$ cat src/rtl/pipe_pkg.sv
// Shared types and helpers for the pipeline hazard/forwarding controller.
package pipe_pkg;

  // Slot address width; top-level REG_ADDR_W must not exceed this.
  localparam int unsigned SLOT_ADDR_W = 5;

  localparam logic [1:0] FWD_RF  = 2'b00;
  localparam logic [1:0] FWD_WB  = 2'b01;
  localparam logic [1:0] FWD_MEM = 2'b10;

  typedef struct packed {
    logic                   valid;
    logic [SLOT_ADDR_W-1:0] rs;
    logic [SLOT_ADDR_W-1:0] rt;
    logic [SLOT_ADDR_W-1:0] dst;
    logic                   reg_write;
    logic                   mem_read;
  } slot_t;

  // Register 0 is hard-wired, so it never produces a hazard or a forward.
  function automatic logic slot_writes(input slot_t s, input logic [SLOT_ADDR_W-1:0] r);
    return s.valid && s.reg_write && (s.dst == r) && (r != '0);
  endfunction

  function automatic logic [1:0] fwd_sel(input slot_t m, input slot_t w,
                                         input logic [SLOT_ADDR_W-1:0] r);
    if (slot_writes(m, r))      return FWD_MEM;
    else if (slot_writes(w, r)) return FWD_WB;
    else                        return FWD_RF;
  endfunction

endpackage

$ cat src/rtl/pipe_track_slot.sv
// One shadow pipeline slot: advances every cycle, loads a bubble on request.
module pipe_track_slot
  import pipe_pkg::*;
(
  input  logic  clk,
  input  logic  rst,
  input  logic  bubble,
  input  slot_t d,
  output slot_t q
);

  always_ff @(posedge clk) begin
    if (rst || bubble) q <= '0;
    else               q <= d;
  end

endmodule

$ cat src/rtl/pipe_hazard_ctrl.sv
// Load-use/RAW interlock, EX operand forwarding, branch flush and event
// counters for a 5-stage MIPS pipeline, driven from shadow EX/MEM/WB slots.
module pipe_hazard_ctrl
  import pipe_pkg::*;
#(
  parameter int unsigned REG_ADDR_W   = 5,
  parameter int unsigned BRANCH_STAGE = 3,
  parameter int unsigned FWD_EN       = 1,
  parameter int unsigned CNT_W        = 16
) (
  input  logic                  clk,
  input  logic                  rst,
  input  logic                  id_valid,
  input  logic [REG_ADDR_W-1:0] id_rs,
  input  logic [REG_ADDR_W-1:0] id_rt,
  input  logic                  id_uses_rs,
  input  logic                  id_uses_rt,
  input  logic [REG_ADDR_W-1:0] id_dst,
  input  logic                  id_reg_write,
  input  logic                  id_mem_read,
  input  logic                  br_taken,
  output logic                  pc_en,
  output logic                  ifid_en,
  output logic                  ifid_flush,
  output logic                  idex_flush,
  output logic                  exmem_flush,
  output logic [1:0]            fwd_a,
  output logic [1:0]            fwd_b,
  output logic [CNT_W-1:0]      stall_cnt,
  output logic [CNT_W-1:0]      flush_cnt
);

  slot_t id_slot, ex_q, mem_q, wb_q;
  logic  rst_q, gate, dep_ex, dep_mem, dep_wb, hazard, stall, flush;
  logic  [SLOT_ADDR_W-1:0] rs_s, rt_s;

  assign rs_s = SLOT_ADDR_W'(id_rs);
  assign rt_s = SLOT_ADDR_W'(id_rt);

  assign id_slot = '{valid:     id_valid,
                     rs:        rs_s,
                     rt:        rt_s,
                     dst:       SLOT_ADDR_W'(id_dst),
                     reg_write: id_reg_write,
                     mem_read:  id_mem_read};

  pipe_track_slot u_ex  (.clk(clk), .rst(rst), .bubble(idex_flush),  .d(id_slot), .q(ex_q));
  pipe_track_slot u_mem (.clk(clk), .rst(rst), .bubble(exmem_flush), .d(ex_q),    .q(mem_q));
  pipe_track_slot u_wb  (.clk(clk), .rst(rst), .bubble(1'b0),        .d(mem_q),   .q(wb_q));

  logic unused_wb;
  assign unused_wb = ^{wb_q.rs, wb_q.rt, wb_q.mem_read};

  // ID depends on a slot when a source it actually reads is that slot's destination.
  assign dep_ex  = id_valid && ((id_uses_rs && slot_writes(ex_q,  rs_s)) ||
                                (id_uses_rt && slot_writes(ex_q,  rt_s)));
  assign dep_mem = id_valid && ((id_uses_rs && slot_writes(mem_q, rs_s)) ||
                                (id_uses_rt && slot_writes(mem_q, rt_s)));
  assign dep_wb  = id_valid && ((id_uses_rs && slot_writes(wb_q,  rs_s)) ||
                                (id_uses_rt && slot_writes(wb_q,  rt_s)));

  assign hazard = (FWD_EN != 0) ? (dep_ex && ex_q.mem_read) : (dep_ex || dep_mem || dep_wb);

  // Controls are held idle during reset and the cycle after it.
  assign gate = rst || rst_q;

  always_comb begin
    flush       = 1'b0;
    stall       = 1'b0;
    pc_en       = 1'b1;
    ifid_en     = 1'b1;
    ifid_flush  = 1'b0;
    idex_flush  = 1'b0;
    exmem_flush = 1'b0;
    fwd_a       = FWD_RF;
    fwd_b       = FWD_RF;
    if (!gate) begin
      flush       = br_taken;
      stall       = hazard && !br_taken;
      pc_en       = !stall;
      ifid_en     = !stall;
      ifid_flush  = flush;
      idex_flush  = flush || stall;
      exmem_flush = flush && (BRANCH_STAGE == 3);
      if (FWD_EN != 0) begin
        fwd_a = fwd_sel(mem_q, wb_q, ex_q.rs);
        fwd_b = fwd_sel(mem_q, wb_q, ex_q.rt);
      end
    end
  end

  // Saturating event counters.
  always_ff @(posedge clk) begin
    rst_q <= rst;
    if (rst) begin
      stall_cnt <= '0;
      flush_cnt <= '0;
    end else begin
      if (stall && (stall_cnt != '1)) stall_cnt <= stall_cnt + CNT_W'(1);
      if (flush && (flush_cnt != '1)) flush_cnt <= flush_cnt + CNT_W'(1);
    end
  end

endmodule

$ cat config.mk
export PLATFORM = sky130hd
export DESIGN_NAME = pipe_hazard_ctrl
export DESIGN_NICKNAME = d
export VERILOG_FILES = /design/src/rtl/pipe_pkg.sv /design/src/rtl/pipe_track_slot.sv /design/src/rtl/pipe_hazard_ctrl.sv
export SDC_FILE = /design/constraint.sdc
export NUM_CORES = 1
export LEC_CHECK = 0
export ABC_CLOCK_PERIOD_IN_PS = 2200
export CAP_MARGIN = 0
export CORE_ASPECT_RATIO = 0.5
export CORE_UTILIZATION = 50
export DETAILED_ROUTE_END_ITERATION = 16
export MAX_ROUTING_LAYER = met4
export PLACE_DENSITY = 0.78
export SLEW_MARGIN = 25
export SYNTH_ARGS = -nofsm -noshare
export SYNTH_HDL_FRONTEND = slang
export SYNTH_SLANG_ARGS = --single-unit
export TNS_END_PERCENT = 1
$ cat constraint.sdc
create_clock -name clk -period 2.2 [get_ports clk]
set_clock_uncertainty 0.2 [all_clocks]
set_input_delay 0.22 -clock clk [delete_from_list [all_inputs] [get_ports clk]]
set_output_delay 0.22 -clock clk [all_outputs]
set_load 0.01 [all_outputs]
==> out/qor.txt <==
FINAL LAYOUT
---------------------------------------------------------------------------------
Number of nets in the layout                                                  437
Layout cells sized above 1                                                 23.02%
Final design area excluding fillers                                    4363 sq um
Area added between synthesis and finish                                    48.95%
Non-filler cells in the finished layout                                       490
Fill count                                                                    381
Count of inserted antenna diode cells                                           0

SYNTHESIS
---------------------------------------------------------------------------------
Combinational family with the most area after synthesis              simple AND/OR/NAND/NOR gates
Area share of xor/xnor cells in the synthesized design                     12.26%
Leading post-synthesis cells by cell area                            sky130_fd_sc_hd__dfxtp_1, sky130_fd_sc_hd__xnor2_1, sky130_fd_sc_hd__nor2b_1
Unique masters post-synth                                                      47
Fraction of registers with async set or reset after synthesis                  0%
Simple-gate share of the synthesized area                                  27.38%
Synthesis warning total                                                         0
Cell area after technology mapping                                     2929 sq um
Number of flops mapped to enable cells by yosys                                 0
Avg Cell Area, Syn                                                    9.388 sq um
Post-synthesis cell count                                                     312
Share of synthesized area spent on multiplexers                            1.068%
Post-synth net total                                                          337
Number of storage elements in the synthesis netlist                            65
Top cell type's share of synthesized area                                  44.43%
Cell taking the most area after synthesis                            sky130_fd_sc_hd__dfxtp_1
Portion of the post-synthesis area used by sequential elements             44.43%
Most common flop cell mapped by yosys                                sky130_fd_sc_hd__dfxtp_1
Synthesized-area fraction occupied by ao, oa, aoi and oai cells            10.85%
Fraction of the mapped netlist area in adder cells                        0.8543%

POWER
---------------------------------------------------------------------------------
Net switching power                                                      661.4 uW
Portion of total power attributed to the clock network                      50.5%
Switching portion of total power                                           21.53%
Internal power component                                                  2410 uW
Sequential group share of total power                                       40.4%
Static Leakage                                                        0.001657 uW
Cell Pwr Density                                                     704.1 nW/um^2
Peak VDD IR                                                             0.4690 mV
Total power                                                               3072 uW
Combinational fraction of design power                                       9.0%

SETUP PATH
---------------------------------------------------------------------------------
Worst stage delay on the critical path                                    0.54 ns
Crit path arrival time                                                    1.85 ns
Cell with the largest stage delay on the worst path                  sky130_fd_sc_hd__or4_4
Critical path required time                                               1.78 ns
Critical path startpoint category                                            flop
Critical Path Sink Type                                               output port
Critical path type                                                     reg -> out
Critical path peak fanout                                                       2
Crit-path cells                                                      or4_4, nor2_4, nor4_4, nor4_2, buf_2

STA
---------------------------------------------------------------------------------
Setup repair after global routing missed its margin                           yes
Final worst-path cycle share                                               103.0%
Worst hold-check slack                                                  0.1286 ns
Final count of negative-setup-slack endpoints                                   5
Minimum period implied by the final worst setup slack                    2.266 ns
Smallest setup slack after layout                                     -0.06569 ns
Worst Max-Slew Pin Slew                                                 0.4210 ns
Final-report hold violation count                                               0
Peak Freq                                                              0.4414 GHz
Number of pins exceeding their max-slew limit in the final report               0
Worst slew margin relative to its limit                                    71.94%

DRT
---------------------------------------------------------------------------------
Number of vias in the routed layout                                          2671
Detail Route Antenna Nets                                                       0
DRT iter0 DRCs                                                                102
Total wire length                                                         7734 um
Post-detailed-route wirelength per cell                                  15.78 um
Avg Vias per Cell                                                           5.451
DRC violations left                                                             0
Count of TritonRoute iterations in the first routing pass                       4

FLOORPLANNING
---------------------------------------------------------------------------------
IO Count                                                                       64
Die Footprint                                                          6187 sq um
Die H                                                                    56.12 um
Width of the chip                                                        110.2 um
Placeable core region                                                  5563 sq um
Initial Util                                                               52.65%
Number of placement rows                                                       19

GLOBAL ROUTING
---------------------------------------------------------------------------------
GRT Residual Overflow                                                           0
Vias in the first global route                                               2627
Global-route total usage across every layer                                26.77%
Number of antenna violations at the first check in global routing               0
Wire length of the first global-routing pass                             12000 um
Maximum number of pins on one net before global-route repair                   39

FLOW RUN
---------------------------------------------------------------------------------
# Max-Cap Violations                                                            0

CLOCK TREE
---------------------------------------------------------------------------------
CTS H-Tree Depth                                                                3
Register clock-pin slew on the reported worst setup and hold paths        0.06 ns
Maximum clock insertion buffer count                                            2
Insertion delay to the later sink of the worst-skew pair                  0.32 ns
TritonCTS clock tree                                                        built
Cell at the root of the clock tree                                   sky130_fd_sc_hd__clkbuf_16
Count of clock tree sinks                                                      65
Cts bufs inserted                                                               9

PLACED DESIGN
---------------------------------------------------------------------------------
Post-place setup slack                                                 -0.6102 ns
Last weighted congestion value of the routability-driven placer            0.8770
# port buffers                                                                 63
Post-Place Cell Area                                                   3870 sq um
HPWL reported at the end of detailed placement                            5380 um
Dpl cells                                                                     470

STATUS
---------------------------------------------------------------------------------
Violations in the final reports                                      setup timing
Run status                                                           finished, violations left

WORST HOLD PATH
---------------------------------------------------------------------------------
Worst Hold Class                                                        in -> reg

[state kept, by name, summed over array words and instances (netlist names)]
name       cells
flush_cnt     16
rst_q          1
stall_cnt     16
u_ex.q        18
u_mem.q        7
u_wb.q         7
[kinds of logic (layout without fill, tap and decap cells)]
kind of cell             after synthesis  count (layout)
multiplexers                           3               3
AND/OR/NAND/NOR                      142             142
XOR/XNOR                              41              41
AO/OA/AOI/OAI                         41              41
adder cells (fa/ha/maj)                2               2
flip-flops                            65              65
buffers and inverters                 18             123
[power by group through the flow]
stage	Sequential [uW]	Clock (uW)	Combinational, uW
final	1240	1550	277
after global routing	1240	1630	294
after CTS	1240	1570	268
after detailed placement	1260	0	239
after global placement	1260	0	231
after floorplan	1260	0	111
[metrics by stage]
step | setup TNS (ns) | util (%)
detailed placement | -13.88 | 69.57
finish | -0.2271 | 78.43
global route | -1.031 | 78.43
global placement | -10.33 | 69.57
floorplan | 0 | -
CTS | -0.2043 | 77.51
[what timing repair did]
action                     CTS  global route
gates resized for setup     52            24
setup endpoints to repair   24            32
buffers inserted             3             1
hold buffers                 0             0
pin swaps                   10            13
[synth_stat cells (2+ instances only)]
master / count
sky130_fd_sc_hd__ha_1: 2
sky130_fd_sc_hd__o31a_1: 2
sky130_fd_sc_hd__inv_1: 7
sky130_fd_sc_hd__o21ai_0: 3
sky130_fd_sc_hd__a21oi_1: 10
sky130_fd_sc_hd__nor2_1: 26
sky130_fd_sc_hd__buf_2: 2
sky130_fd_sc_hd__and3_1: 6
sky130_fd_sc_hd__clkbuf_1: 4
sky130_fd_sc_hd__o41ai_1: 3
sky130_fd_sc_hd__nand3_1: 15
sky130_fd_sc_hd__nand2_1: 16
sky130_fd_sc_hd__o21bai_1: 2
sky130_fd_sc_hd__a211oi_1: 2
sky130_fd_sc_hd__buf_4: 2
sky130_fd_sc_hd__o31ai_1: 5
sky130_fd_sc_hd__xor2_1: 15
sky130_fd_sc_hd__xnor2_1: 26
sky130_fd_sc_hd__and4_1: 3
sky130_fd_sc_hd__dfxtp_1: 65
sky130_fd_sc_hd__buf_6: 2
sky130_fd_sc_hd__o211ai_1: 2
sky130_fd_sc_hd__o21a_1: 3
sky130_fd_sc_hd__nor3_1: 2
sky130_fd_sc_hd__and2_1: 10
sky130_fd_sc_hd__nand4_1: 15
sky130_fd_sc_hd__nor2b_1: 26
sky130_fd_sc_hd__or3_1: 4
sky130_fd_sc_hd__nor4_1: 6
sky130_fd_sc_hd__mux2i_1: 2
sky130_fd_sc_hd__or4_1: 8
[worst paths after layout]
path | start | to | slack, ns | cells past startpoint
worst max-delay path | u_ex.q[11] | fwd_b[0] | -0.07 | 5
worst min-delay path | id_rs[1] | u_ex.q[13] | 0.13 | 2
worst max register to register | u_ex.q[6] | stall_cnt[15] | -0.05 | 8
worst min register to register | u_mem.q[17] | u_wb.q[17] | 0.26 | 1
[area by class of cell]
cell class	count	area (sq um)	share of cell area (%)
Clock buffer	11	252.7	5.793
Clock inverter	5	77.57	1.778
Inverter	7	26.28	0.6022
Multi-Input combinational cell	229	1684	38.60
Sequential cell	65	1315	30.14
Tap cell	73	91.34	2.093
Timing Repair Buffer	100	915.9	20.99
[placed cells by master, fill, tap and decap left out, types with 3 or more instances in the layout]
cell and n:
sky130_fd_sc_hd__dfxtp_1 56, sky130_fd_sc_hd__clkdlybuf4s50_1 45, sky130_fd_sc_hd__buf_4 33, sky130_fd_sc_hd__nor2b_1 26, sky130_fd_sc_hd__xnor2_1 22, sky130_fd_sc_hd__nor2_1 21, sky130_fd_sc_hd__nand2_1 16, sky130_fd_sc_hd__nand4_1 15
sky130_fd_sc_hd__xor2_1 15, sky130_fd_sc_hd__nand3_1 15, sky130_fd_sc_hd__dlygate4sd2_1 10, sky130_fd_sc_hd__and2_1 9, sky130_fd_sc_hd__clkbuf_16 9, sky130_fd_sc_hd__dfxtp_2 8, sky130_fd_sc_hd__inv_1 7, sky130_fd_sc_hd__and3_1 6
sky130_fd_sc_hd__or4_1 6, sky130_fd_sc_hd__a21oi_1 6, sky130_fd_sc_hd__o31ai_1 5, sky130_fd_sc_hd__xnor2_2 4, sky130_fd_sc_hd__or3_1 4, sky130_fd_sc_hd__nor2_2 3, sky130_fd_sc_hd__nor4_1 3, sky130_fd_sc_hd__and4_1 3
sky130_fd_sc_hd__o21ai_0 3, sky130_fd_sc_hd__o21a_1 3, sky130_fd_sc_hd__a21oi_2 3, sky130_fd_sc_hd__buf_2 3, sky130_fd_sc_hd__buf_12 3
[critical path, delay by kind of cell, from the launching register on]
kind	cells	cell delay, ns
simple gates	4	1.01
buf+inv	1	0.19
flops	1	0.32
[metal layers]
| metal | GRT usage, % | routed length, um | up-vias |
|---|---|---|---|
| met2 | 47.83 | 4123 | 60 |
| met1 | 27.49 | 3118 | 1284 |
| li1 | - | - | 1309 |
| met3 | 7.143 | 277 | 18 |
| met4 | 11.84 | 215 | 0 |
| met5 | - | 0 | - |
Power figures use the tool's default switching activity.
